<file path="config.mk">
export PLATFORM = sky130hd
export DESIGN_NAME = ram_arbiter
export DESIGN_NICKNAME = d
export VERILOG_FILES = /design/src/rtl/ram_arbiter.sv
export SDC_FILE = /design/constraint.sdc
export NUM_CORES = 1
export LEC_CHECK = 0
export CAP_MARGIN = 30
export CORE_ASPECT_RATIO = 1.4
export CORE_MARGIN = 2
export CORE_UTILIZATION = 30
export DETAILED_ROUTE_END_ITERATION = 10
export GPL_TIMING_DRIVEN = 0
export SLEW_MARGIN = 20
export SYNTH_ARGS = -nofsm -noshare
export SYNTH_HDL_FRONTEND = slang
export SYNTH_SLANG_ARGS = --single-unit
</file>
<file path="constraint.sdc">
create_clock -name clk -period 5 [get_ports clk]
set_input_delay 0.5 -clock clk [delete_from_list [all_inputs] [get_ports clk]]
set_output_delay 0.5 -clock clk [all_outputs]
set_load 0.1 [all_outputs]
</file>
<file path="src/rtl/ram_arbiter.sv">
// ram_arbiter
// Shares one asynchronous SRAM between the instruction-fetch port (read-only)
// and the data-memory port (read/write). A single FSM grants one port, then
// walks the SRAM strobes through SETUP -> ACCESS (WAIT_CYCLES) -> DONE. The
// served port then sees a one-cycle done pulse with its read data.
//
// Ports:
//   clk, rst            rising-edge clock, asynchronous active-low reset
//   inst_req/addr       fetch request (level, held until inst_done)
//   inst_rdata/done     last fetched word, one-cycle completion pulse
//   data_req/we/addr/wdata  data request (level, held until data_done)
//   data_rdata/done     last read word, one-cycle completion pulse
//   ram_addr/dout/din   SRAM address and data buses
//   ram_dout_en         high while the SRAM data bus is driven by us
//   ram_ce_n/oe_n/we_n  SRAM strobes, active-low
//   busy                high in any state other than IDLE
//
// WAIT_CYCLES must be at least 1.

module ram_arbiter #(
    parameter int                ADDR_W      = 16,
    parameter int                DATA_W      = 16,
    parameter int                WAIT_CYCLES = 2,
    parameter logic [DATA_W-1:0] NOP_WORD    = 16'h0800
) (
    input  logic              clk,
    input  logic              rst,
    input  logic              inst_req,
    input  logic [ADDR_W-1:0] inst_addr,
    output logic [DATA_W-1:0] inst_rdata,
    output logic              inst_done,
    input  logic              data_req,
    input  logic              data_we,
    input  logic [ADDR_W-1:0] data_addr,
    input  logic [DATA_W-1:0] data_wdata,
    output logic [DATA_W-1:0] data_rdata,
    output logic              data_done,
    output logic [ADDR_W-1:0] ram_addr,
    output logic [DATA_W-1:0] ram_dout,
    input  logic [DATA_W-1:0] ram_din,
    output logic              ram_dout_en,
    output logic              ram_ce_n,
    output logic              ram_oe_n,
    output logic              ram_we_n,
    output logic              busy
);

    localparam int CNT_W = (WAIT_CYCLES > 1) ? $clog2(WAIT_CYCLES) : 1;
    localparam logic [CNT_W-1:0] CNT_INIT = CNT_W'(WAIT_CYCLES - 1);

    typedef enum logic [1:0] {
        IDLE,
        SETUP,
        ACCESS,
        DONE
    } state_t;

    state_t           state;
    logic [CNT_W-1:0] wait_cnt;
    logic             we_lat;
    // Port granted most recently; also selects which port is served now.
    logic             last_inst;
    logic             pick_data;

    // Data wins when it is the only requester, or on a tie when inst was
    // granted last time (strict alternation).
    always_comb begin
        pick_data = data_req && (!inst_req || last_inst);
    end

    // The address, write flag and write data are captured into ram_addr,
    // we_lat and ram_dout at grant, so later input changes are ignored.
    always_ff @(posedge clk or negedge rst) begin
        if (!rst) begin
            state       <= IDLE;
            wait_cnt    <= '0;
            we_lat      <= 1'b0;
            last_inst   <= 1'b1;
            ram_addr    <= '0;
            ram_dout    <= '0;
            ram_dout_en <= 1'b0;
            ram_ce_n    <= 1'b1;
            ram_oe_n    <= 1'b1;
            ram_we_n    <= 1'b1;
            inst_done   <= 1'b0;
            data_done   <= 1'b0;
            busy        <= 1'b0;
            inst_rdata  <= NOP_WORD;
            data_rdata  <= '0;
        end else begin
            inst_done <= 1'b0;
            data_done <= 1'b0;
            case (state)
                IDLE: begin
                    if (inst_req || data_req) begin
                        state    <= SETUP;
                        busy     <= 1'b1;
                        ram_ce_n <= 1'b0;
                        if (pick_data) begin
                            last_inst   <= 1'b0;
                            ram_addr    <= data_addr;
                            we_lat      <= data_we;
                            ram_dout_en <= data_we;
                            if (data_we) begin
                                ram_dout <= data_wdata;
                            end
                        end else begin
                            last_inst   <= 1'b1;
                            ram_addr    <= inst_addr;
                            we_lat      <= 1'b0;
                            ram_dout_en <= 1'b0;
                        end
                    end
                end
                SETUP: begin
                    state    <= ACCESS;
                    wait_cnt <= CNT_INIT;
                    if (we_lat) begin
                        ram_we_n <= 1'b0;
                    end else begin
                        ram_oe_n <= 1'b0;
                    end
                end
                ACCESS: begin
                    if (wait_cnt == '0) begin
                        // Read data is sampled on the edge that ends the
                        // strobe, while oe_n is still low.
                        state    <= DONE;
                        ram_ce_n <= 1'b1;
                        ram_oe_n <= 1'b1;
                        ram_we_n <= 1'b1;
                        if (last_inst) begin
                            inst_rdata <= ram_din;
                            inst_done  <= 1'b1;
                        end else begin
                            data_done <= 1'b1;
                            if (!we_lat) begin
                                data_rdata <= ram_din;
                            end
                        end
                    end else begin
                        wait_cnt <= wait_cnt - CNT_W'(1);
                    end
                end
                DONE: begin
                    // Always via IDLE so the held req of the port just
                    // served is not granted again straight away.
                    state       <= IDLE;
                    busy        <= 1'b0;
                    ram_dout_en <= 1'b0;
                end
                default: begin
                    state <= IDLE;
                end
            endcase
        end
    end

endmodule

</file>
After elaboration in Yosys (flattened, before gate mapping)

Cells that the tools add are included.

Register bits: 76
Bits of input ports: 69
Output and inout bits: 71
Word-level logic and storage cells: 68

$add $sub $neg: 1
Equality and inequality tests: 7
Mux-type cells: 25
Bitwise gates (word level): 3
Reductions and logical operators: 17

Operators by type and width:

| operator                                                         | number |
|---|---|
| 16-bit 2-to-1 mux                                                | 1 |
| 1-bit 2-to-1 mux                                                 | 15 |
| 1-bit case mux with 2 select lines                               | 6 |
| 3-bit AND reduction                                              | 4 |
| 2-bit inequality test (second input constant)                    | 4 |
| 2-bit case mux with 4 select lines                               | 1 |
| 4-bit AND reduction                                              | 2 |
| 2-bit AND reduction                                              | 3 |
| 2-bit nonzero test                                               | 3 |
| 2-bit == test (second input constant)                            | 2 |
| 2-bit 2-to-1 mux                                                 | 2 |
| 1-bit inverter                                                   | 3 |
| 2-bit by 1-bit == test with 1-bit output (second input constant) | 1 |
| 2-bit zero test                                                  | 1 |
| 1-bit logical OR                                                 | 2 |
| 1-bit logical AND                                                | 1 |
| 1-bit zero test                                                  | 1 |
| 1-bit subtractor (second input constant)                         | 1 |

Logic depth before layout (Yosys ltp)

Gate-level depths: netlist of run 1.

Word-level depth: 6
Gate-level depth with buffers: 7

Least setup slack after synthesis of run 1

No wires, ideal clock.

Path kind: register to register
Start point: register state[0]
End point: register ram_dout[0]
Setup time: 0.125 ns
Data arrival time: 1.674 ns
Slack: 3.200 ns
Cell stages (with the launch flop): 8
Clock period less this slack: 1.800 ns
Cell sequence: dfrtp_1 inv_1 ha_1 buf_2 nand3_1 nor2_2 buf_4 mux2_2

Word-level cells in the longest chain between the ends: 2

RTL lines:

| what                          | line | source |
|---|---|---|
| from (decl)                   | 58   | `state_t state;` |
| from (signal assigned)        | 75   | `state <= IDLE;` |
| from (signal assigned)        | 96   | `state <= SETUP;` |
| from (signal assigned)        | 116  | `state <= ACCESS;` |
| 2-bit zero test               | 93   | `case (state)` |
| 4-bit AND reduction (no line) | --   |  |
| to (signal assigned)          | 105  | `ram_dout <= data_wdata;` |
| to (decl)                     | 39   | `output logic [DATA_W-1:0] ram_dout,` |

Every way passes these cells.
A chain may end at the register's enable or synchronous reset.

Final worst setup path of run 1

Start point: register ram_ce_n
End point: output ram_ce_n

RTL lines:

| what                   | line | source |
|---|---|---|
| from (decl)            | 42   | `output logic ram_ce_n,` |
| from (signal assigned) | 82   | `ram_ce_n <= 1'b1;` |
| from (signal assigned) | 98   | `ram_ce_n <= 1'b0;` |
| from (signal assigned) | 129  | `ram_ce_n <= 1'b1;` |

No word-level cell between the ends.

==> run_results.csv, run 1 <==
group,metric,value,unit
cts,cts.repair.resized,0,
cts,clk_latency,0.33,ns
cts,hold_buffers,0,
synthesis,synth_area_leader_cell,"dfrtp_1",
synthesis,synth_edf_count,0,
sta,fin_skew,0.00538,ns
cells_and_area,final_nets,476,
floorplanning,rows,44,
synthesis,yosysWarningCount,0,
global_route,gr-total-overflow,0,
cts,cts.clk_slew.worst_paths,0.06,ns
drt,drt-wirelength-per-cell,15.4,um
floorplanning,core_area,10300,um2
status,status,"completed",
placement,io_buffers,139,
worst_setup_path,max_stage_delay,1.16,ns
synthesis,synthMostInstantiatedCell,"dfrtp_1",
cts,cts_buffers,9,
cells_and_area,area_delta_synth_final,58.7,%
global_route,grt_pass1_vias,2603,
synthesis,ys_seq_area_share,59.7,%
cts,postCtsSetupRepairBufs,0,
synthesis,ys.flop_type,"dfrtp_1",
sta,grt_setup_unrepaired,"no",
synthesis,netlist_area,3200,um2
floorplanning,die_y,126,um
floorplanning,die_area,11500,um2
global_route,antenna_found_initial,0,
sta,tightest_slew,1.03,ns
sta,slew_headroom,31.4,%
synthesis,ys_ff_latch,76,
synthesis,synth_area_leaders,"dfrtp_1 56%, mux2_2 18%, dfstp_2 4.1%, a31oi_1 3.5%, o21ai_0 2.8%",
sta,tns,0,ns
placement,routabilityCongestion,0.749,
hold_path,hp-class,"in2async",
worst_setup_path,cp.buffers_inverters,1,
drt,drt-initial-drc-count,80,
synthesis,synth_cells,251,
worst_setup_path,slowest_stage,"clkdlybuf4s50_1",
floorplanning,io_pins,140,
drt,via_per_inst,4.71,
cts,clk_path_buf_depth,2,
worst_setup_path,crit_path_start_kind,"flop",
synthesis,synth_top_area_share,55.6,%
global_route,grt_pass1_wl,13.4,mm
sta,period_share,50.7,%
cts,clockRootBuffer,"clkbuf_16",
synthesis,postSynthAreaPerCell,12.7,um2
cells_and_area,post-route-util,49.0,%
floorplanning,start_util,30.9,%
synthesis,ys_types,32,
worst_setup_path,cp.required,4.50,ns
cells_and_area,fin_cells,544,
worst_setup_path,reg2reg_slack,2.95,ns
cells_and_area,n_antenna_cell,0,
drt,routed_wl,8.36,mm
cells_and_area,drive_gt1_share,20.7,%
drt,firstDrtPassIters,4,
floorplanning,fp.dieW,91.2,um
placement,dpl.cell_count,529,
worst_setup_path,crit_fanout,3,
synthesis,synthArstFlopShare,100,%
sta,hold_viol,0,
synthesis,synthesis.nets,325,
sta,period_needed,2.53,ns
worst_setup_path,path_delay_family,"buffers and inverters",
drt,vias,2561,
cts,htree_num_levels,3,
worst_setup_path,worstPathCellList,"clkdlybuf4s50_1",
worst_setup_path,path_class,"reg2out",
sta,setup_violations,0,
worst_setup_path,crit_path_end_kind,"output port",
placement,hpwlAfterDp,6.38,mm
global_route,grt_start_max_net_pins,43,
worst_setup_path,cp.arrival,2.03,ns
cts,cts_tree,"built",
global_route,gr-usage-all-layers,14.9,%
drt,drc,0,
job,maxCapViolCount,0,
sta,fmax,395,MHz
cts,clock-sinks,76,
drt,ant_nets,0,
synthesis,synth_common_cells,"71 x dfrtp_1, 50 x mux2_2, 19 x nor2_1, 18 x a31oi_1, 18 x o21ai_0",
sta,maxSlewViolCount,0,
[cells in the final DEF (no fill, tap or decap), types with 2 or more instances in the layout]
| cell | n |
|---|---|
| clkbuf_16 | 9 |
| ha_1 | 5 |
| clkdlybuf4s50_1 | 138 |
| buf_6 | 3 |
| clkinvlp_4 | 2 |
| clkbuf_1 | 7 |
| mux2_2 | 50 |
| a21oi_1 | 6 |
| dfstp_2 | 5 |
| nand2_1 | 3 |
| buf_4 | 2 |
| dfrtp_1 | 71 |
| nand3_1 | 17 |
| a31oi_1 | 18 |
| o21ai_0 | 18 |
| nor2_1 | 19 |
| inv_1 | 7 |
| buf_2 | 5 |
[final timing paths]
path,from,to,depth (start not counted)
min in group clk,ram_dout[8]$_DFFE_PN0P_,ram_dout[8]$_DFFE_PN0P_,1
setup reg to reg,state[0]$_DFFE_PN0P_,ram_dout[15]$_DFFE_PN0P_,7
max in group asynchronous,rst,inst_rdata[11]$_DFFE_PN1P_,2
hold / removal,rst,data_rdata[6]$_DFFE_PN0P_,1
setup / recovery,ram_ce_n$_DFFE_PN1P_,ram_ce_n,1
hold reg to reg,ram_dout[8]$_DFFE_PN0P_,ram_dout[8]$_DFFE_PN0P_,1
[per-layer routing]
layer  routed length (um)  global-route usage (%)  vias up
met3                  289                    2.45       11
met4                  205                    9.18        0
met2                 4540                    26.0       80
met1                 3330                    16.8     1269
met5                    0                       0        -
li1                     -                       -     1201
[cell families (layout without fill, tap and decap cells)]
family                     Yosys count  after routing  share of synthesized area (%)
DFF                                 76             76                           59.7
buffers and inverters               22            177                           3.60
AOI/OAI and AO/OA                   48             48                           8.85
adders and majority gates            5              5                           1.96
and+or+nand+nor                     49             49                           7.95
muxes                               51             51                           17.9
[through the flow]
step                      worst slack, ns  area (um2)  hold WS, ns
final                                2.47        5070        0.121
after global routing                 2.43        5070        0.147
after CTS                            2.44        5070        0.129
after detailed placement             2.55        4780        0.488
after global placement              0.719        4760        0.488
after floorplan                      3.20        3200        0.204
[state kept, by name (all words and copies together), names as in the netlist]
register	count
ram_ce_n	1
state	2
data_rdata	16
ram_addr	16
inst_rdata	16
ram_dout	16
inst_done	1
we_lat	1
ram_oe_n	1
busy	1
ram_we_n	1
last_inst	1
ram_dout_en	1
wait_cnt	1
data_done	1
[worst reg2reg max path, cell delays in order (launching register included)]
cell and delay [ns]:
dfrtp_1 0.41, inv_1 0.11, ha_1 0.14, buf_2 0.20
nand3_1 0.13, nor2_2 0.33, buf_4 0.26, mux2_2 0.35
[area by class of cell]
cell class,count,area [um2]
buffer,15,88.8
tap,138,173
inverter,7,26.3
clock inverter,4,50.0
fill,995,5280
timing repair buffer,140,1410
sequential,76,1910
multi-input combinational,153,1170
clock buffer,11,243
Power of run 1 is not shown: default switching activity piles up to over one toggle a cycle in this logic, so the estimate is an artifact.
==> run 2, diff against run 1 <==
==> constraint.sdc (replaced) <==
create_clock -name clk -period 2.5 [get_ports clk]
set_input_delay 0.25 -clock clk [delete_from_list [all_inputs] [get_ports clk]]
set_output_delay 0.25 -clock clk [all_outputs]
set_load 0.1 [all_outputs]
==> run 2 against run 1 <==
  * Hold slack better by 0.29 ns
  * Critical path depth unchanged
  * Utilization up 0.097 points
  * Clock skew barely moved
  * Die area stayed put
  * Flip-flop and latch count is the same
  * Non-clock buffer count up 1
  * Count of clock-buffer cells in the layout unchanged
==> run_results.csv, run 2 (same netlist as run 1, synthesis figures left out) <==
group,metric,value,unit
sta,fmax,438,MHz
global_route,grt_pass1_vias,2606,
sta,grt_setup_unrepaired,"no",
sta,maxSlewViolCount,0,
worst_setup_path,crit_fanout,3,
floorplanning,die_area,11500,um2
worst_setup_path,path_class,"reg2out",
global_route,antenna_found_initial,0,
floorplanning,die_y,126,um
global_route,gr-total-overflow,0,
placement,routabilityCongestion,0.749,
cells_and_area,final_nets,477,
worst_setup_path,cp.arrival,2.03,ns
worst_setup_path,reg2reg_depth,7,
job,maxCapViolCount,0,
cts,cts_tree,"built",
sta,slew_headroom,31.4,%
drt,firstDrtPassIters,4,
floorplanning,start_util,30.9,%
worst_setup_path,crit_path_end_kind,"output port",
floorplanning,rows,44,
global_route,grt_pass1_wl,13.4,mm
cells_and_area,drive_gt1_share,20.6,%
worst_setup_path,path_delay_family,"buffers and inverters",
global_route,gr-usage-all-layers,14.9,%
sta,setup_violations,0,
cells_and_area,n_antenna_cell,0,
worst_setup_path,critPathLaunch,"ram_ce_n$_DFFE_PN1P_",
cts,cts_buffers,9,
worst_setup_path,cp.required,2.25,ns
global_route,grt_start_max_net_pins,43,
drt,routed_wl,8.36,mm
worst_setup_path,rr_endpoint,"ram_dout[15]$_DFFE_PN0P_",
cts,htree_num_levels,3,
cells_and_area,layout_common_cells,"138 x clkdlybuf4s50_1, 71 x dfrtp_1, 50 x mux2_2",
worst_setup_path,max_stage_delay,1.16,ns
drt,vias,2565,
drt,via_per_inst,4.71,
floorplanning,io_pins,140,
sta,hold_viol,0,
cts,clk_latency,0.33,ns
status,status,"completed",
hold_path,hp-class,"in2async",
worst_setup_path,path_depth,1,
floorplanning,fp.dieW,91.2,um
worst_setup_path,cp-endpoint,"ram_ce_n",
worst_setup_path,crit_path_start_kind,"flop",
placement,hpwlAfterDp,6.38,mm
sta,fin_skew,0.00538,ns
sta,period_share,91.4,%
floorplanning,core_area,10300,um2
worst_setup_path,slowest_stage,"clkdlybuf4s50_1",
drt,ant_nets,0,
cts,cts.clk_slew.worst_paths,0.06,ns
worst_setup_path,cp.buffers_inverters,1,
cells_and_area,area_delta_synth_final,59.0,%
placement,io_buffers,139,
drt,drc,0,
cells_and_area,final_common_cell,"clkdlybuf4s50_1",
worst_setup_path,r2r_start,"state[0]$_DFFE_PN0P_",
cts,clockRootBuffer,"clkbuf_16",
drt,drt-wirelength-per-cell,15.3,um
worst_setup_path,reg2reg_slack,0.45,ns
cts,clock-sinks,76,
cts,clk_path_buf_depth,2,
drt,drt-initial-drc-count,79,
sta,tns,0,ns
worst_setup_path,worstPathCellList,"clkdlybuf4s50_1",
sta,tightest_slew,1.03,ns
sta,period_needed,2.28,ns
==> run 2: changes by cell type in the layout (fill, tap and decap cells not counted) <==
cell	previous run	this run
dlygate4sd3_1	0	1
==> run 2: stage by stage <==
stage	cells	utilization, %	area (um2)	setup slack (ns)	hold slack (ns)
2_1_floorplan	251	-	3200	0.700	-0.0456
3_3_place_gp	528	46.0	4760	-1.53	0.488
3_5_place_dp	529	46.2	4780	0.301	0.238
4_1_cts	545	49.1	5080	0.187	0.421
5_1_grt	545	49.1	5080	0.182	0.458
6_report	545	49.1	5080	0.216	0.415
==> run 2: area by class of cell <==
class	instances	area, um2
plain buffers	15	88.8
clock buffers	11	243
clock inverters	4	50.0
fillers	994	5270
inverters	7	26.3
multi-input cells	153	1170
flip-flops and latches	76	1910
well taps	138	173
repair buffers	141	1420
==> run 2: worst min-delay path by stage <==
stage,startpoint,end,slack (ns),cells past startpoint
3_5_place_dp,rst,data_rdata[7]$_DFFE_PN0P_,0.24,1
2_1_floorplan,rst,busy$_DFFE_PN0P_,-0.05,0
4_1_cts,rst,data_rdata[6]$_DFFE_PN0P_,0.42,2
6_report,rst,data_rdata[6]$_DFFE_PN0P_,0.41,2
5_1_grt,rst,data_rdata[6]$_DFFE_PN0P_,0.46,2
3_3_place_gp,inst_rdata[10]$_DFFE_PN0P_,inst_rdata[10]$_DFFE_PN0P_,0.49,1
==> run 2: timing repair <==
action,4_1_cts,5_1_grt
gates resized for setup,0,0
endpoints found under the hold margin,30,0
hold buffers,1,0
setup buffers,0,0
==> run 2: layer usage <==
metal	routed length [um]	track usage (%)
met5	0	0
met4	205	9.18
met3	289	2.45
met2	4540	26.0
met1	3330	16.9
Power of run 2 is left out for the same reason.
==> run 3, diff against run 2 <==
--- a/config.mk
+++ b/config.mk
@@ -9,6 +9,7 @@
 export CORE_ASPECT_RATIO = 1.4
 export CORE_MARGIN = 2
 export CORE_UTILIZATION = 30
+export CTS_CLUSTER_SIZE = 10
 export DETAILED_ROUTE_END_ITERATION = 10
 export GPL_TIMING_DRIVEN = 0
 export SLEW_MARGIN = 20
==> results of run 3 <==
No change in the layout: final DEF, timing and power equal those of run 2.
Power of run 3 is left out for the same reason.
